## src/rtl/rvx_core_constants.vh

```
// Shared core constants: core FSM state codes, trap cause codes, CSR addresses
// and mip/mie/mstatus bit positions.
`ifndef RVX_CORE_CONSTANTS_VH
`define RVX_CORE_CONSTANTS_VH

`define RVX_STATE_RESET             4'd0
`define RVX_STATE_OPERATING         4'd1
`define RVX_STATE_TRAP_TAKEN        4'd2
`define RVX_STATE_TRAP_RETURN       4'd3

`define RVX_CAUSE_FETCH_MISALIGNED  4'd0
`define RVX_CAUSE_ILLEGAL           4'd2
`define RVX_CAUSE_EBREAK            4'd3
`define RVX_CAUSE_LOAD_MISALIGNED   4'd4
`define RVX_CAUSE_STORE_MISALIGNED  4'd6
`define RVX_CAUSE_ECALL_M           4'd11
`define RVX_CAUSE_IRQ_MSI           4'd3
`define RVX_CAUSE_IRQ_MTI           4'd7
`define RVX_CAUSE_IRQ_MEI           4'd11

`define RVX_CSR_MSTATUS             12'h300
`define RVX_CSR_MIE                 12'h304
`define RVX_CSR_MEPC                12'h341
`define RVX_CSR_MCAUSE              12'h342
`define RVX_CSR_MTVAL               12'h343
`define RVX_CSR_MIP                 12'h344

`define RVX_BIT_MSI                 3
`define RVX_BIT_MTI                 7
`define RVX_BIT_MEI                 11
`define RVX_MSTATUS_MIE             3
`define RVX_MSTATUS_MPIE            7

`endif

```

## src/rtl/rvx_core_trap_controller_pkg.sv

```systemverilog
// Types and helpers shared by the trap controller and its priority encoder.
`include "rvx_core_constants.vh"

package rvx_core_trap_controller_pkg;

  // Interrupt request vector, highest priority in the MSB.
  localparam int IRQ_W = 3;
  localparam int IRQ_MEI_IDX = 2;
  localparam int IRQ_MSI_IDX = 1;
  localparam int IRQ_MTI_IDX = 0;

  // Exception request vector, highest priority in the MSB.
  localparam int EX_W = 6;
  localparam int EX_FETCH_IDX = 5;
  localparam int EX_ILLEGAL_IDX = 4;
  localparam int EX_EBREAK_IDX = 3;
  localparam int EX_ECALL_IDX = 2;
  localparam int EX_LOAD_IDX = 1;
  localparam int EX_STORE_IDX = 0;

  localparam logic [1:0] MTVEC_MODE_VECTORED = 2'b01;
  localparam logic [1:0] MSTATUS_MPP_M = 2'b11;

  typedef enum logic [3:0] {
    STATE_RESET       = `RVX_STATE_RESET,
    STATE_OPERATING   = `RVX_STATE_OPERATING,
    STATE_TRAP_TAKEN  = `RVX_STATE_TRAP_TAKEN,
    STATE_TRAP_RETURN = `RVX_STATE_TRAP_RETURN
  } core_state_e;

  // Only address-type exceptions and illegal instructions report a tval.
  function automatic logic cause_has_tval(input logic interrupt, input logic [3:0] code);
    logic hit;
    hit = 1'b0;
    if (!interrupt) begin
      case (code)
        `RVX_CAUSE_FETCH_MISALIGNED,
        `RVX_CAUSE_ILLEGAL,
        `RVX_CAUSE_LOAD_MISALIGNED,
        `RVX_CAUSE_STORE_MISALIGNED: hit = 1'b1;
        default:                     hit = 1'b0;
      endcase
    end
    return hit;
  endfunction

endpackage

```

## src/rtl/rvx_core_trap_priority.sv

```systemverilog
// Fixed-priority selection of the trap cause: enabled interrupts beat exceptions.
module rvx_core_trap_priority
  import rvx_core_trap_controller_pkg::*;
(
  input  logic [IRQ_W-1:0] irq_request,
  input  logic [EX_W-1:0]  ex_request,
  output logic             valid,
  output logic             interrupt,
  output logic [3:0]       code
);

  always_comb begin
    valid     = 1'b0;
    interrupt = 1'b0;
    code      = 4'd0;
    if (|irq_request) begin
      valid     = 1'b1;
      interrupt = 1'b1;
      if (irq_request[IRQ_MEI_IDX])      code = `RVX_CAUSE_IRQ_MEI;
      else if (irq_request[IRQ_MSI_IDX]) code = `RVX_CAUSE_IRQ_MSI;
      else                               code = `RVX_CAUSE_IRQ_MTI;
    end else if (|ex_request) begin
      valid = 1'b1;
      if (ex_request[EX_FETCH_IDX])        code = `RVX_CAUSE_FETCH_MISALIGNED;
      else if (ex_request[EX_ILLEGAL_IDX]) code = `RVX_CAUSE_ILLEGAL;
      else if (ex_request[EX_EBREAK_IDX])  code = `RVX_CAUSE_EBREAK;
      else if (ex_request[EX_ECALL_IDX])   code = `RVX_CAUSE_ECALL_M;
      else if (ex_request[EX_LOAD_IDX])    code = `RVX_CAUSE_LOAD_MISALIGNED;
      else                                 code = `RVX_CAUSE_STORE_MISALIGNED;
    end
  end

endmodule

```

## src/rtl/rvx_core_trap_controller.sv

```systemverilog
// Machine-mode trap controller: trap decision, target PC and the trap CSRs.
// Optional macro RVX_TRAP_VECTORED_EN enables vectored interrupt dispatch.
module rvx_core_trap_controller
  import rvx_core_trap_controller_pkg::*;
(
  input  logic        clock,
  input  logic        reset_n,
  input  logic        clock_enable,
  input  logic [3:0]  core_state_s1,
  input  logic [31:0] pc_s1,
  input  logic        ex_fetch_misaligned_s1,
  input  logic        ex_illegal_s1,
  input  logic        ex_ebreak_s1,
  input  logic        ex_ecall_s1,
  input  logic        ex_load_misaligned_s1,
  input  logic        ex_store_misaligned_s1,
  input  logic [31:0] ex_tval_s1,
  input  logic        mret_s1,
  input  logic        irq_external,
  input  logic        irq_timer,
  input  logic        irq_software,
  input  logic [31:0] mtvec,
  input  logic        csr_write_enable,
  input  logic [11:0] csr_address,
  input  logic [31:0] csr_write_data,
  output logic        take_trap_s1,
  output logic [31:0] trap_target_s1,
  output logic [31:0] mepc,
  output logic [31:0] mcause,
  output logic [31:0] mtval,
  output logic [31:0] mstatus,
  output logic [31:0] mie,
  output logic [31:0] mip
);

  logic [29:0]      mepc_q;
  logic [31:0]      mcause_q;
  logic [31:0]      mtval_q;
  logic             status_mie;
  logic             status_mpie;
  logic             enable_mei;
  logic             enable_mti;
  logic             enable_msi;

  logic [IRQ_W-1:0] irq_request;
  logic [EX_W-1:0]  ex_request;
  logic             cause_valid;
  logic             cause_interrupt;
  logic [3:0]       cause_code;
  logic             operating;
  logic             mret_taken;
  logic [31:0]      vector_base;
  logic [31:0]      trap_address;
  logic [1:0]       unused_pc_low;

  assign unused_pc_low = pc_s1[1:0];

  assign mip = {20'b0, irq_external, 3'b0, irq_timer, 3'b0, irq_software, 3'b0};
  assign mie = {20'b0, enable_mei, 3'b0, enable_mti, 3'b0, enable_msi, 3'b0};
  assign mstatus = {19'b0, MSTATUS_MPP_M, 3'b0, status_mpie, 3'b0, status_mie, 3'b0};
  assign mepc = {mepc_q, 2'b00};
  assign mcause = mcause_q;
  assign mtval = mtval_q;

  always_comb begin
    irq_request = '0;
    irq_request[IRQ_MEI_IDX] = status_mie & enable_mei & irq_external;
    irq_request[IRQ_MSI_IDX] = status_mie & enable_msi & irq_software;
    irq_request[IRQ_MTI_IDX] = status_mie & enable_mti & irq_timer;
  end

  always_comb begin
    ex_request = '0;
    ex_request[EX_FETCH_IDX]   = ex_fetch_misaligned_s1;
    ex_request[EX_ILLEGAL_IDX] = ex_illegal_s1;
    ex_request[EX_EBREAK_IDX]  = ex_ebreak_s1;
    ex_request[EX_ECALL_IDX]   = ex_ecall_s1;
    ex_request[EX_LOAD_IDX]    = ex_load_misaligned_s1;
    ex_request[EX_STORE_IDX]   = ex_store_misaligned_s1;
  end

  rvx_core_trap_priority u_priority (
    .irq_request (irq_request),
    .ex_request  (ex_request),
    .valid       (cause_valid),
    .interrupt   (cause_interrupt),
    .code        (cause_code)
  );

  assign operating    = (core_state_s1 == STATE_OPERATING);
  assign take_trap_s1 = operating & cause_valid;
  assign mret_taken   = operating & mret_s1 & ~take_trap_s1;
  assign vector_base  = {mtvec[31:2], 2'b00};

`ifdef RVX_TRAP_VECTORED_EN
  always_comb begin
    trap_address = vector_base;
    if (mtvec[1:0] == MTVEC_MODE_VECTORED && cause_interrupt)
      trap_address = vector_base + {26'b0, cause_code, 2'b00};
  end
`else
  logic [1:0] unused_mtvec_mode;
  assign unused_mtvec_mode = mtvec[1:0];
  assign trap_address = vector_base;
`endif

  assign trap_target_s1 = (mret_s1 && !take_trap_s1) ? {mepc_q, 2'b00} : trap_address;

  // Trap and MRET updates come after the CSR write so they win on conflicts.
  always_ff @(posedge clock) begin
    if (!reset_n) begin
      mepc_q      <= '0;
      mcause_q    <= '0;
      mtval_q     <= '0;
      status_mie  <= 1'b0;
      status_mpie <= 1'b0;
      enable_mei  <= 1'b0;
      enable_mti  <= 1'b0;
      enable_msi  <= 1'b0;
    end else if (clock_enable) begin
      if (csr_write_enable) begin
        case (csr_address)
          `RVX_CSR_MSTATUS: begin
            status_mie  <= csr_write_data[`RVX_MSTATUS_MIE];
            status_mpie <= csr_write_data[`RVX_MSTATUS_MPIE];
          end
          `RVX_CSR_MIE: begin
            enable_mei <= csr_write_data[`RVX_BIT_MEI];
            enable_mti <= csr_write_data[`RVX_BIT_MTI];
            enable_msi <= csr_write_data[`RVX_BIT_MSI];
          end
          `RVX_CSR_MEPC:   mepc_q   <= csr_write_data[31:2];
          `RVX_CSR_MCAUSE: mcause_q <= csr_write_data;
          `RVX_CSR_MTVAL:  mtval_q  <= csr_write_data;
          default: ;
        endcase
      end
      if (take_trap_s1) begin
        mepc_q      <= pc_s1[31:2];
        mcause_q    <= {cause_interrupt, 27'b0, cause_code};
        mtval_q     <= cause_has_tval(cause_interrupt, cause_code) ? ex_tval_s1 : 32'h0;
        status_mpie <= status_mie;
        status_mie  <= 1'b0;
      end else if (mret_taken) begin
        status_mie  <= status_mpie;
        status_mpie <= 1'b1;
      end
    end
  end

endmodule

```

## config.mk

```make
export PLATFORM = sky130hd
export DESIGN_NAME = rvx_core_trap_controller
export DESIGN_NICKNAME = d
export VERILOG_FILES = /design/src/rtl/rvx_core_trap_controller_pkg.sv /design/src/rtl/rvx_core_trap_priority.sv /design/src/rtl/rvx_core_trap_controller.sv
export VERILOG_INCLUDE_DIRS = /design/src /design/src/rtl
export SDC_FILE = /design/constraint.sdc
export NUM_CORES = 1
export LEC_CHECK = 0
export CAP_MARGIN = 10
export CORE_AREA = 2 2 147 149
export DETAILED_ROUTE_END_ITERATION = 10
export DIE_AREA = 0 0 149 151
export GPL_TIMING_DRIVEN = 0
export REMOVE_ABC_BUFFERS = 1
export SYNTH_ARGS = -nofsm -noshare
export SYNTH_HDL_FRONTEND = slang
export SYNTH_SLANG_ARGS = --single-unit
```

## constraint.sdc

```tcl
create_clock -name clock -period 5.3 [get_ports clock]
set_clock_uncertainty 0.15 [all_clocks]
set_input_delay 1.59 -clock clock [delete_from_list [all_inputs] [get_ports clock]]
set_output_delay 1.59 -clock clock [all_outputs]
set_load 0.01 [all_outputs]
```

# Word-level counts from Yosys, hierarchy flattened
# Index checks and enable logic that the tools add are counted.
# totals
rom_bits	0
in_bits	158
latch_bits	0
mem_bits_rw	0
wordCells	80
out_inout_bits	225
n_memories	0
ff_bits	99
# op_classes
addsub	0
div_mod_pow	0
bitwise_logic	10
muxes	36
reduce_logical	17
n_lt_le_gt_ge	0
multipliers	0
shifts	0
n_eq_ne	9
# ops
operator	n
32-bit two-way mux	8
30-bit two-way mux	3
12-bit by 10-bit equality test with 1-bit output, second input constant	5
4-bit two-way mux	7
1-bit two-way mux	16
3-bit AND reduction	5
1-bit AND	9
4-bit by 3-bit equality test with 1-bit output, second input constant	2
2-bit nonzero test	4
3-bit nonzero test	2
6-bit OR reduction	1
4-bit by 1-bit equality test with 1-bit output, second input constant	1
4-bit by 2-bit equality test with 1-bit output, second input constant	1
4-bit zero test	1
4-bit OR reduction	1
3-bit two-way mux	1
3-bit OR reduction	1
2-bit two-way mux	1
1-bit logical AND	1
1-bit zero test	1
1-bit NOT	1

# Logic depth before layout (Yosys ltp)
# Gate-level depths: netlist of run 1.
# logic_depth
ltp_word	16
depth_mapped	7
depth_no_buf	6

# Modules after synthesis
# Synthesis of run 1 repeated with hierarchy kept, for this count alone.
# unflattened
hier_cells	709
hier_area_um2	5977.0
# modules_own_cells
mod	area_each_um2	cells_each	instances	seq_area_each_um2
rvx_core_trap_controller	5876.9	694	1	1981.9
rvx_core_trap_priority	100.1	15	1	0.0

# Worst setup path before layout of run 1
# Ideal clock, no wire load.
# synth_timing
kind	input -> output
from	input core_state_s1[3]
to	output trap_target_s1[10]
arrival_ns	3.083
path_buffers	1
t_required_ns	3.560
setup_slack_ns	0.477
cell_stages	5
path_cell_list	nor4b_1 -> o21ai_2 -> nand2_1 -> clkbuf_1 -> mux2_2
# synth_between
elab_chain_cells	5
# synth_lines
element	line_no	source
start, declared	rvx_core_trap_controller.sv:9	input logic [3:0] core_state_s1,
4-bit by 1-bit equality test with 1-bit output	rvx_core_trap_controller.sv:90	assign operating = (core_state_s1 == STATE_OPERATING);
1-bit AND	rvx_core_trap_controller.sv:91	assign take_trap_s1 = operating & cause_valid;
1-bit zero test	rvx_core_trap_controller.sv:107	assign trap_target_s1 = (mret_s1 && !take_trap_s1) ? {mepc_q, 2'b00} : trap_address;
1-bit logical AND	rvx_core_trap_controller.sv:107	
32-bit two-way mux	rvx_core_trap_controller.sv:107	
end, declared	rvx_core_trap_controller.sv:27	output logic [31:0] trap_target_s1,
# No other way between the ends.

# Final worst setup path of run 1
# layout_timing
from	input irq_software
to	output trap_target_s1[22]
# layout_between
elab_chain_cells	7
# layout_lines
element	line_no	source
start, declared	rvx_core_trap_controller.sv:21	input logic irq_software,
1-bit AND	rvx_core_trap_controller.sv:68	irq_request[IRQ_MSI_IDX] = status_mie & enable_msi & irq_software;
3-bit OR reduction	rvx_core_trap_priority.sv:16	if (|irq_request) begin
1-bit two-way mux	rvx_core_trap_priority.sv:16	
1-bit AND	rvx_core_trap_controller.sv:91	
1-bit zero test	rvx_core_trap_controller.sv:107	
1-bit logical AND	rvx_core_trap_controller.sv:107	
32-bit two-way mux	rvx_core_trap_controller.sv:107	
# No other way between the ends.

==> results of run 1 <==
path summary, 6_finish.rpt:
kind                                              start                       to  slack (ns)  cells after the start
worst max register to register  enable_mei$_SDFFE_PN0P_    mtval[3]$_SDFFE_PN0P_        2.43                      8
worst min register to register  mcause[30]$_SDFFE_PN0P_  mcause[30]$_SDFFE_PN0P_        0.32                      1
worst max-delay path                       irq_software       trap_target_s1[22]        0.08                     10
worst min-delay path            mcause[30]$_SDFFE_PN0P_  mcause[30]$_SDFFE_PN0P_        0.32                      1
registers in the layout, indices dropped and copies added, names as in the netlist:
register and count:
mcause 32, mtval 32, status_mpie 1, enable_mei 1, enable_mti 1, mepc_q 30, status_mie 1, enable_msi 1
per-layer routing:
| metal | vias up | track usage (%) |
|---|---|---|
| met5 | - | 0 |
| met4 | 0 | 5.476 |
| met3 | 18 | 3.765 |
| met2 | 263 | 32.58 |
| met1 | 2706 | 24.86 |
| li1 | 2626 | - |
worst max-delay path: stages:
cell	delay, ns
dlygate4sd2_1	0.26
a22oi_2	0.27
o21bai_4	0.12
o21ai_4	0.16
clkbuf_16	0.21
buf_6	0.13
nand2_8	0.10
buf_6	0.21
mux2_4	0.29
buf_2	0.14
Yosys cell counts (all sizes together) (4+ instances only):
cell type / number
buf: 115
mux2: 30
nand2: 100
nor3: 65
clkbuf: 32
o2bb2ai: 27
dfxtp: 99
a21oi: 4
mux2i: 5
nor2: 11
o21ai: 5
o22ai: 4
a311oi: 61
nand4: 4
timing repair:
action	CTS	global route
gates cloned	4	0
buffers inserted	23	3
gates resized for setup	144	15
hold buffers	0	0
setup endpoints to repair	31	30
pin swaps	4	4
final cells by class:
cell class                      count  area (µm²)  area share [%]
Clock inverter                      6       53.80          0.5896
Sequential cell                    99        1982           21.72
Tap cell                          275       344.1           3.771
Timing Repair Buffer              324        3298           36.14
Multi-Input combinational cell    453        3163           34.66
Antenna cell                        1       2.502         0.02742
Clock buffer                       10       239.0           2.619
Inverter                            4       42.54          0.4662
metrics by stage:
step                      worst slack, ns  util (%)
after detailed placement           -1.668     40.03
after CTS                        -0.05977     43.64
after global routing           -0.0004272     43.82
final                             0.07774     43.82
after floorplan                   -0.9683         -
after global placement             -3.592     38.88
report_power, final:
part / leakage, µW / internal (µW) / switching (µW)
Combinational: 0.00248 / 206 / 173
Sequential: 0.000800 / 754 / 7.67
Clock: 0.000147 / 342 / 326
Total: 0.00343 / 1300 / 507
kinds of logic after synthesis:
| family | after synthesis | share of synthesized area (%) |
|---|---|---|
| AOI/OAI and AO/OA | 121 | 21.53 |
| buffers and inverters | 151 | 17.91 |
| DFF | 99 | 35.86 |
| muxes | 35 | 7.018 |
| other | 2 | 0.1359 |
| and+or+nand+nor | 202 | 17.55 |
==> flow_summary_export.csv, run 1 <==
group,metric,value,unit
die,start_util,26.54,%
global_routing,grt_max_degree,37,
sta,period_share,98.53,%
clock_network,cts_made_buffers,9,
worst_setup_path,path_class,"input pin to primary output",
sta,setup_violations,0,
layout,syn2layout_area_growth,65.11,%
synth,synth_top_area_share,35.86,%
route,vias_per_cell,4.789,
global_routing,overflow,0,
route,post_drt_wl_per_cell,19.31,µm
synth,synth_top_area_cell,"dfxtp_1",
placement,place_congestion,0.7599,
layout,final_cells,1172,
layout,fin_area,9125,µm²
route,postRouteAntennaNets,0,
route,route.met3.wl,1.745,mm
route,met1Wirelength,9.475,mm
die,dieArea,22500,µm²
worst_setup_path,cp_max_fo,8,
sta,whs,0.3159,ns
route,drc,0,
synth,ys_ff_latch,99,
layout,finish.net_count,1049,
layout,layout-drive-gt1-share,16.85,%
sta,hold_viol_final,0,
sta,slew_headroom,35.86,%
placement,postPlaceCellArea,8335,µm²
worst_setup_path,cp_data_required_time,3.56,ns
worst_setup_path,crit_path_start_kind,"input pin",
run_status,outcome,"finished clean",
clock_network,tritoncts,"done",
route,top_layer,"met4",
layout,layout_common_cells,"clkdlybuf4s50_1, dfxtp_1, nand2_1, conb_1, nor3_1",
die,fp.dieW,149,µm
clock_network,clock_path_buffers,2,
synth,synthesis.area,5527,µm²
global_routing,antenna_found_initial,1,
layout,final_common_cell,"clkdlybuf4s50_1",
die,core_area,20820,µm²
synth,yosysSeqAreaShare,35.86,%
clock_network,htree_levels,3,
route,drt_iter0_markers,157,
route,drt-total-wl,22.64,mm
synth,synthTopCellsByArea,"dfxtp_1, buf_4, a311oi_2",
clock_network,clkSlewWorstSetupHoldPaths,0.08,ns
route,wl_met2,11.09,mm
synth,synthArstFlopShare,0,%
sta,fin_tns_setup,0,ns
synth,synthCells,610,
power,power_density,198.3,nW/µm²
sta,final_max_slew_viol_count,0,
placement,dp.cells,1125,
placement,port_buffers,286,
power,ir_worst_vdd,0.0001205,V
sta,worst_pin_slew,0.9621,ns
placement,hpwl,15.43,mm
die,rows,53,
global_routing,grt_pass1_wl,32.75,mm
clock_network,cts_sinks,99,
route,drt_pre_antenna_iters,5,
synth,yosysUniqueCellTypes,55,
synth,ys_warn_count,0,
die,num_io_pins,383,
worst_setup_path,crit_path_end_kind,"primary output",
worst_setup_path,critPathArrivalTime,3.48,ns
worst_hold_path,hold_class,"flop to flop",
global_routing,grt_usage,19.21,%
power,power,1809,µW
sta,max_freq,191.5,MHz
sta,period_minus_slack,5.222,ns
route,vias,5613,
synth,ys.flop_type,"dfxtp_1",
synth,synth_edf_count,0,
die,die_h,151,µm
clock_network,clkLatencyLatePin,0.35,ns
run,maxCapViolCount,0,
synth,synth_area_per_cell,9.060,µm²
clock_network,cts_root_buf,"clkbuf_16",
global_routing,grt_pass1_vias,5418,
layout,n_fill_cell,2059,
power,leakagePower,0.003430,µW
(Power assumes the default switching activity.)
==> run 2: changes to the inputs <==
Settings changed: PLACE_DENSITY set to 0.66.
Clock period 5.3 ns to 4.4 ns, I/O delays scaled along.
==> flow_summary_export.csv, run 2 (synthesized netlist as in run 1, its figures left out) <==
group,metric,value,unit
global_routing,overflow,0,
die,start_util,26.54,%
layout,fin_area,9032,µm²
global_routing,grt_max_degree,37,
worst_setup_path,crit_path_start_kind,"input pin",
layout,syn2layout_area_growth,63.44,%
clock_network,tritoncts,"done",
route,drc,0,
sta,max_freq,226.0,MHz
route,drt-total-wl,22.11,mm
worst_setup_path,critPathArrivalTime,2.95,ns
layout,layout-drive-gt1-share,19.78,%
clock_network,cts_sinks,99,
placement,dp.cells,1125,
placement,port_buffers,286,
worst_hold_path,hold_start,"mcause[19]$_SDFFE_PN0P_",
run_status,violations,"negative setup slack",
sta,fin_tns_setup,-0.06101,ns
layout,n_fill_cell,2032,
worst_setup_path,cpPeakStageDelay,0.31,ns
die,core_area,20820,µm²
placement,hpwl,15.14,mm
worst_setup_path,r2r_setup_slack,1.59,ns
power,ir_worst_vdd,0.0001451,V
sta,setup_violations,6,
worst_setup_path,cp_top_family,"buffers and inverters",
die,num_io_pins,383,
layout,diodes,0,
route,drt_iter0_markers,207,
worst_setup_path,reg2regPathDepth,8,
placement,postPlaceCellArea,8363,µm²
power,power_density,243.9,nW/µm²
worst_hold_path,min_to,"mcause[19]$_SDFFE_PN0P_",
worst_setup_path,crit_path_end_kind,"primary output",
placement,place_congestion,0.7411,
worst_hold_path,hold_path_depth,1,
route,vias_per_cell,4.809,
route,post_drt_wl_per_cell,18.90,µm
global_routing,grt_pass1_vias,5360,
die,fp.dieW,149,µm
worst_setup_path,cp_data_required_time,2.93,ns
sta,final_max_slew_viol_count,0,
sta,period_share,100.6,%
clock_network,clkSlewWorstSetupHoldPaths,0.08,ns
clock_network,clkLatencyLatePin,0.35,ns
global_routing,grt_usage,18.75,%
route,drt_pre_antenna_iters,4,
die,die_h,151,µm
sta,period_minus_slack,4.424,ns
clock_network,cts_hold_buf,0,
layout,finish.net_count,1048,
layout,final_cells,1170,
sta,hold_viol_final,0,
clock_network,htree_levels,3,
worst_setup_path,r2r_end,"mtval[19]$_SDFFE_PN0P_",
global_routing,grt_pass1_wl,31.91,mm
worst_setup_path,rr_startpoint,"status_mie$_SDFFE_PN0P_",
sta,slew_headroom,38.60,%
die,dieArea,22500,µm²
sta,rsz0062_at_grt,"true",
global_routing,antenna_found_initial,0,
layout,final_common_cell,"clkdlybuf4s50_1",
run,maxCapViolCount,0,
route,vias,5627,
route,postRouteAntennaNets,0,
sta,timing.final.ws_setup,-0.02448,ns
die,rows,53,
layout,final_core_utilization,43.38,%
clock_network,clock_path_buffers,2,
clock_network,cts_made_buffers,9,
layout,layout_common_cells,"clkdlybuf4s50_1, dfxtp_1, nand2_1, conb_1, nor3_1",
power,leakagePower,0.003325,µW
sta,worst_pin_slew,0.9209,ns
worst_setup_path,path_buf_inv,5,
worst_setup_path,cp_max_fo,7,
clock_network,cts_root_buf,"clkbuf_16",
worst_setup_path,path_cells,"buf_8, nor4_4, nand2_2, o21ai_4, buf_12, nand2_8, buf_12, buf_6, mux2_4, buf_6",
worst_hold_path,hold_class,"flop to flop",
worst_setup_path,path_class,"input pin to primary output",
run_status,outcome,"complete, but fails checks",
sta,whs,0.3159,ns
worst_setup_path,slowest_stage,"mux2_4",
-- run 2: cell type report --
type,count,area (µm²),share of cell area (%)
repair buffers,323,3292,36.45
multi-input cells,453,3084,34.15
flip-flops and latches,99,1982,21.94
well taps,275,344.1,3.809
clock buffers,10,229.0,2.535
clock inverters,6,72.57,0.8034
inverters,4,28.78,0.3186
-- run 2: repair_timing --
item / 4_1_cts / 5_1_grt
buffers inserted: 25 / 1
resized for setup: 182 / 27
pin swaps: 8 / 0
endpoints found under the setup margin: 50 / 30
cloned: 3 / 0
-- run 2: how the worst max path moves through the flow --
stage,cells after the start,to,from,slack [ns]
final,10,trap_target_s1[14],ex_ecall_s1,-0.02
after CTS,9,trap_target_s1[6],irq_software,0.002
after detailed placement,7,trap_target_s1[2],ex_fetch_misaligned_s1,-1.99
after global routing,10,trap_target_s1[14],ex_ecall_s1,-0.08
after floorplan,4,trap_target_s1[10],core_state_s1[3],-1.33
after global placement,6,trap_target_s1[2],core_state_s1[3],-3.87
-- run 2: through the flow --
| step | setup WS [ns] | total power (µW) |
|---|---|---|
| 2_1_floorplan | -1.328 | 1096 |
| 3_3_place_gp | -3.866 | 1344 |
| 3_5_place_dp | -1.992 | 1358 |
| 4_1_cts | 0.001590 | 2220 |
| 5_1_grt | -0.08122 | 2292 |
| 6_report | -0.02448 | 2203 |
-- run 2: power breakdown --
| part | internal [µW] | switching [µW] | leakage, µW |
|---|---|---|---|
| Sequential | 909 | 8.97 | 0.000800 |
| Combinational | 246 | 209 | 0.00239 |
| Clock | 448 | 382 | 0.000137 |
| Total | 1600 | 600 | 0.00332 |
-- run 2: worst register-to-register path: cells and delay by family, from the launching register on --
family          cells  cell delay, ns
buf+inv             3            0.60
flops               1            0.41
simple gates        2            0.87
compound gates      3            0.66
-- run 2: metal layers --
metal  GRT usage, %  part of all wire (%)
met2          32.63                    50
met3          4.699                   7.0
met1          23.39                    42
met5              0                     0
met4          4.238                   1.3
